**config.mk**
```make
export PLATFORM = sky130hd
export DESIGN_NAME = fifo_pkt_writer
export DESIGN_NICKNAME = d
export VERILOG_FILES = /design/src/rtl/fifo_pkt_writer.sv
export SDC_FILE = /design/constraint.sdc
export NUM_CORES = 1
export LEC_CHECK = 0
export ABC_AREA = 1
export BUFFER_PORTS_ARGS = -buffer_cell sky130_fd_sc_hd__clkbuf_2
export CORE_MARGIN = 4
export CORE_UTILIZATION = 54
export CTS_BUF_LIST = sky130_fd_sc_hd__clkbuf_8
export CTS_CLUSTER_SIZE = 16
export DETAILED_ROUTE_END_ITERATION = 8
export HOLD_SLACK_MARGIN = 0.06
export PLACE_DENSITY = 0.87
export SLEW_MARGIN = 5
export SYNTH_ARGS = -nofsm -noshare
export SYNTH_HDL_FRONTEND = slang
export SYNTH_SLANG_ARGS = --single-unit
```
**constraint.sdc**
```tcl
create_clock -name clk -period 1.7 [get_ports clk]
set_input_delay 0.085 -clock clk [delete_from_list [all_inputs] [get_ports clk]]
set_output_delay 0.085 -clock clk [all_outputs]
set_load 0.03 [all_outputs]
```
**src/rtl/fifo_pkt_writer.sv**
```systemverilog
// Write-side controller for the router packet FIFO: parses src/dst/size/payload/crc,
// writes each byte into a free slot one cycle after acceptance, and tracks slot occupancy.
module fifo_pkt_writer #(
  parameter int PTR_SZ      = 2,
  parameter int PTR_IN_SZ   = 4,
  parameter int UWIDTH      = 8,
  parameter int MAX_PAYLOAD = 12
) (
  input  logic                   clk,
  input  logic                   rst,
  input  logic                   in_valid,
  input  logic [UWIDTH-1:0]      in_data,
  output logic                   in_ready,
  output logic                   write_en,
  output logic [PTR_SZ-1:0]      waddr,
  output logic [PTR_IN_SZ-1:0]   waddr_in,
  output logic [UWIDTH-1:0]      wdata,
  input  logic                   rel_en,
  input  logic [PTR_SZ-1:0]      rel_slot,
  output logic [2**PTR_SZ-1:0]   occupied,
  output logic                   full,
  output logic                   pkt_done,
  output logic [PTR_SZ-1:0]      pkt_slot,
  output logic [UWIDTH-1:0]      pkt_dest,
  output logic                   pkt_err
);

  localparam int NSLOT = 2**PTR_SZ;
  localparam int CW    = UWIDTH + 1;  // DRAIN loads size+1, which can exceed a byte
  localparam logic [UWIDTH-1:0] MAX_P = UWIDTH'(MAX_PAYLOAD);
  localparam logic [CW-1:0]     ONE   = CW'(1);

  typedef enum logic [2:0] {
    WAIT_SLOT, HDR_SRC, HDR_DST, HDR_SIZE, PAYLOAD, CRC, DRAIN
  } state_t;

  state_t                state, state_nxt;
  logic [PTR_SZ-1:0]     cur_slot, free_slot;
  logic                  free_any;
  logic [UWIDTH-1:0]     dest, crc_acc;
  logic [CW-1:0]         cnt;
  logic [PTR_IN_SZ-1:0]  idx;
  logic [NSLOT-1:0]      occ_nxt;
  logic                  accept, writing, size_big, crc_ok, commit, discard;

  assign accept   = in_valid && in_ready;
  assign writing  = (state == HDR_SRC) || (state == HDR_DST) || (state == HDR_SIZE) ||
                    (state == PAYLOAD) || (state == CRC);
  assign size_big = in_data > MAX_P;
  assign crc_ok   = in_data == crc_acc;
  assign commit   = accept && (state == CRC) && crc_ok;
  assign discard  = accept && (((state == CRC) && !crc_ok) ||
                               ((state == DRAIN) && (cnt == ONE)));

  // Lowest free slot wins: scan downward so the smallest index is assigned last.
  // NOTE: every always_comb output gets a default first so no path leaves it unassigned (no latch).
  always_comb begin
    free_any  = ~&occupied;
    free_slot = '0;
    for (int i = NSLOT - 1; i >= 0; i--)
      if (!occupied[i]) free_slot = PTR_SZ'(i);
  end

  // NOTE: sequential state uses non-blocking assignments so all registers update together.
  always_ff @(posedge clk or posedge rst) begin
    if (rst) state <= WAIT_SLOT;
    else     state <= state_nxt;
  end

  always_comb begin
    state_nxt = state;
    case (state)
      WAIT_SLOT: if (free_any) state_nxt = HDR_SRC;
      HDR_SRC:   if (accept) state_nxt = HDR_DST;
      HDR_DST:   if (accept) state_nxt = HDR_SIZE;
      HDR_SIZE:
        if (accept) begin
          if (in_data == '0) state_nxt = CRC;
          else if (size_big) state_nxt = DRAIN;
          else               state_nxt = PAYLOAD;
        end
      PAYLOAD:   if (accept && cnt == ONE) state_nxt = CRC;
      CRC:       if (accept) state_nxt = WAIT_SLOT;
      DRAIN:     if (accept && cnt == ONE) state_nxt = WAIT_SLOT;
      default:   state_nxt = WAIT_SLOT;
    endcase
  end

  always_comb begin
    in_ready = (state != WAIT_SLOT);
  end

  // Release and commit never target the same slot, so their order here is immaterial.
  always_comb begin
    occ_nxt = occupied;
    if (rel_en) occ_nxt[rel_slot] = 1'b0;
    if (commit) occ_nxt[cur_slot] = 1'b1;
  end

  always_ff @(posedge clk or posedge rst) begin
    if (rst) begin
      write_en <= 1'b0;
      waddr    <= '0;
      waddr_in <= '0;
      wdata    <= '0;
      cur_slot <= '0;
      dest     <= '0;
      crc_acc  <= '0;
      cnt      <= '0;
      idx      <= '0;
      occupied <= '0;
      full     <= 1'b0;
      pkt_done <= 1'b0;
      pkt_slot <= '0;
      pkt_dest <= '0;
      pkt_err  <= 1'b0;
    end else begin
      write_en <= accept && writing;
      if (accept && writing) begin
        waddr    <= cur_slot;
        waddr_in <= idx;
        wdata    <= in_data;
      end

      if (state == WAIT_SLOT && free_any) begin
        cur_slot <= free_slot;
        crc_acc  <= '0;
        idx      <= '0;
      end else if (accept && writing) begin
        idx     <= idx + 1'b1;
        crc_acc <= crc_acc ^ in_data;
      end

      if (accept && state == HDR_DST) dest <= in_data;

      if (accept) begin
        case (state)
          HDR_SIZE:       cnt <= size_big ? {1'b0, in_data} + ONE : {1'b0, in_data};
          PAYLOAD, DRAIN: cnt <= cnt - ONE;
          default:        cnt <= cnt;
        endcase
      end

      occupied <= occ_nxt;
      full     <= &occ_nxt;
      pkt_done <= commit;
      pkt_err  <= discard;
      if (commit) begin
        pkt_slot <= cur_slot;
        pkt_dest <= dest;
      end
    end
  end

endmodule

```
==> flow_summary.toml <==
[global_routing]
grt_first_pass_wirelength_mm = 13.6
overflow = 0
grt_max_degree = 67
grt_use_total_pct = 22.7
grt_util_met2_pct = 37.5
antenna_found_initial = 0
grt_util_met1_pct = 28.8
use_met3_pct = 3.22
grt_pass1_vias = 3023
grt_busiest_layer = "met2"

[logic_synthesis]
async_flop_share_pct = 100
syn-cell-area_sq_um = 3400
yosys-top-cells-count = "nand2_1, dfrtp_1, inv_1"
synth-edff-count = 0
syn_nets = 426
synth_top_area_share_pct = 48.5
synthTopCellsByArea = "dfrtp_1, nand2_1, o21ai_0, inv_1, nor2_1"
ys.flop_type = "dfrtp_1"
synth.ff_latch_count = 66
synth_area_per_cell_sq_um = 8.36
synth-seq-area-share_pct = 48.5
yosys.area.top_type = "dfrtp_1"
ys_types = 38
syn_inst = 407
synth.most_common_cell = "nand2_1"
yosysWarnings = 0

[pwr]
clkPwrFrac_pct = 19.7
powerDensity_nw_per_um2 = 1620
power_switching_w = 0.00278
irDropWorstVdd_uv = 802
seq_power_share_pct = 38.4
comb_power_share_pct = 41.9
leakagePower_nw = 2.06
swShare_pct = 43.2
power.internal_w = 0.00365
power.total_w = 0.00643

[clock_network]
cts_buffers = 9
ctsLongestPathBuffers = 2
cts_tree = "yes"
cts-root-buf = "clkbuf_8"
htreeDepth = 3
clock_sinks = 66
clk_latency_ns = 0.35
cts.clk_slew.worst_paths_ns = 0.07

[sta]
whs_ns = 0.0943
fin_crit_ns = 1.59
tns_ns = 0
clock_skew_ns = 0.00929
fmax_mhz = 627
max_slew_margin_pct = 69.8
slew_violations = 0
finalSetupViolCount = 0
tightestPinTransition_ns = 0.449
finalHoldViolations = 0
final.period_utilization_pct = 93.8

[place]
dp_cells = 526
place_congestion = 0.866
port_buffers = 46
hpwlAfterDp_mm = 5.81

[critical_path]
path_delay_family = "simple AND/OR/NAND/NOR gates"
crit_path_max_incr_delay_ns = 0.39
regToRegStartpoint = "crc_acc[7]"
cp.required_ns = 1.94
crit_path_frequent_cell = "nand2_1"
cp_num_buf_inv = 1
worstRegToRegCells = 7
cp.arrival_ns = 1.83
reg2reg_slack_ns = 0.11
slowest_stage = "dfrtp_1"
cp_max_fo = 13
crit_chain = "xnor2_1 > nand2_1 > nor2_4 > nand3_4 > buf_4 > nand2_1 > o21ai_2"
crit_path_end_kind = "flop"
r2r-end = "pkt_slot[0]"
crit_type = "reg -> reg"
startpoint_type = "flop"

[floorplan]
core_sq_um = 6030
die_h_um = 87.4
io_pins = 47
dieArea_sq_um = 7630
die_x_um = 87.4
row_count = 28
start_util_pct = 56.5

[finish]
area_growth_pct = 16.7
n_fill_cell = 490
antennaDiodeCount = 0
fin_cells = 549
final_nets = 488
post_route_cells_drive_above_1_share_pct = 25.7

[worst_hold_path]
min_path_type = "in -> reg"
min_from = "in_data[4]"
whs_endpoint = "wdata[4]"
hold_depth = 3

[routing]
drc = 0
drt_iter0_drc = 257
totalWireLength_mm = 7.76
wl_per_cell_um = 14.1
final_antenna_net_count = 0
drt_first_pass_iters = 4
vias = 2983
via_per_inst = 5.43

[status]
outcome = "finished clean"

[flow_run]
drv_cap = 0
[cell families after synthesis]
family	synth area share (%)
fa+ha+maj	1.84
buf+inv	7.28
xor+xnor	1.54
compound gates	14.8
flops	48.5
simple gates	26.0
[routing by layer]
metal	up-vias	part of all wire (%)
met2	90	49
met4	0	2.5
met5	-	0
li1	1457	-
met3	21	5.7
met1	1415	43
[state kept, by name, indices dropped and copies added, names as in the netlist]
signal    cells
cnt           9
crc_acc       8
cur_slot      2
dest          8
full          1
idx           4
occupied      4
pkt_dest      8
pkt_done      1
pkt_err       1
pkt_slot      2
state         3
waddr         2
waddr_in      4
wdata         8
write_en      1
[final cells by class]
cell class                 count  area [sq um]  area share [%]
clock inverter                 7          62.6            1.58
inverter                      43           170            4.29
clock buffer                   9           124            3.12
multi-input combinational    288          1510            37.9
tap                           75          93.8            2.36
timing repair buffer          61           360            9.08
sequential                    66          1650            41.7
[power by group through the flow]
stage                     combinational [W]  sequential [W]  clock [W]
after detailed placement            0.00265         0.00249          0
after CTS                           0.00267         0.00246    0.00128
after global routing                0.00300         0.00254    0.00135
after floorplan                     0.00184         0.00267          0
final                               0.00269         0.00247    0.00127
after global placement              0.00253         0.00246          0
[worst register-to-register path, cell delays in order, from the launching register on]
cell	delay, ns
dfrtp_1	0.39
xnor2_1	0.23
nand2_1	0.13
nor2_4	0.22
nand3_4	0.19
buf_4	0.20
nand2_1	0.07
o21ai_2	0.06
[timing repair]
action | in CTS | in global routing
hold buffers | 2 | 0
hold endpoints to repair | 68 | 0
setup buffers | 0 | 5
endpoints found under the setup margin | 0 | 28
gates resized for setup | 0 | 4
[worst max path at each step]
stage	from	end	slack, ns	depth (start not counted)
global placement	state[0]	idx[3]	0.16	9
global route	crc_acc[6]	full	-0.005	8
finish	crc_acc[7]	pkt_slot[0]	0.11	7
floorplan	state[2]	cnt[5]	0.30	7
detailed placement	state[0]	idx[3]	0.06	9
CTS	state[0]	idx[3]	0.05	9
[stage by stage]
step                worst slack, ns  instance area [sq um]  utilization (%)
floorplan                     0.301                   3410                -
global placement              0.157                   3720             61.8
detailed placement           0.0623                   3720             61.8
CTS                          0.0480                   3930             65.2
global route               -0.00536                   3970             65.9
finish                        0.105                   3970             65.9
[placed cells by master (no fill, tap or decap), types with 9 or more instances in the layout]
| master | n |
|---|---|
| buf_4 | 12 |
| inv_2 | 10 |
| nand3_1 | 19 |
| o21ai_1 | 17 |
| nor2_1 | 28 |
| clkbuf_2 | 46 |
| clkbuf_8 | 9 |
| o21ai_0 | 27 |
| nand2_1 | 127 |
| dfrtp_1 | 64 |
| a21oi_1 | 10 |
| inv_1 | 31 |
Note: power is estimated with default switching activity, not from simulation.
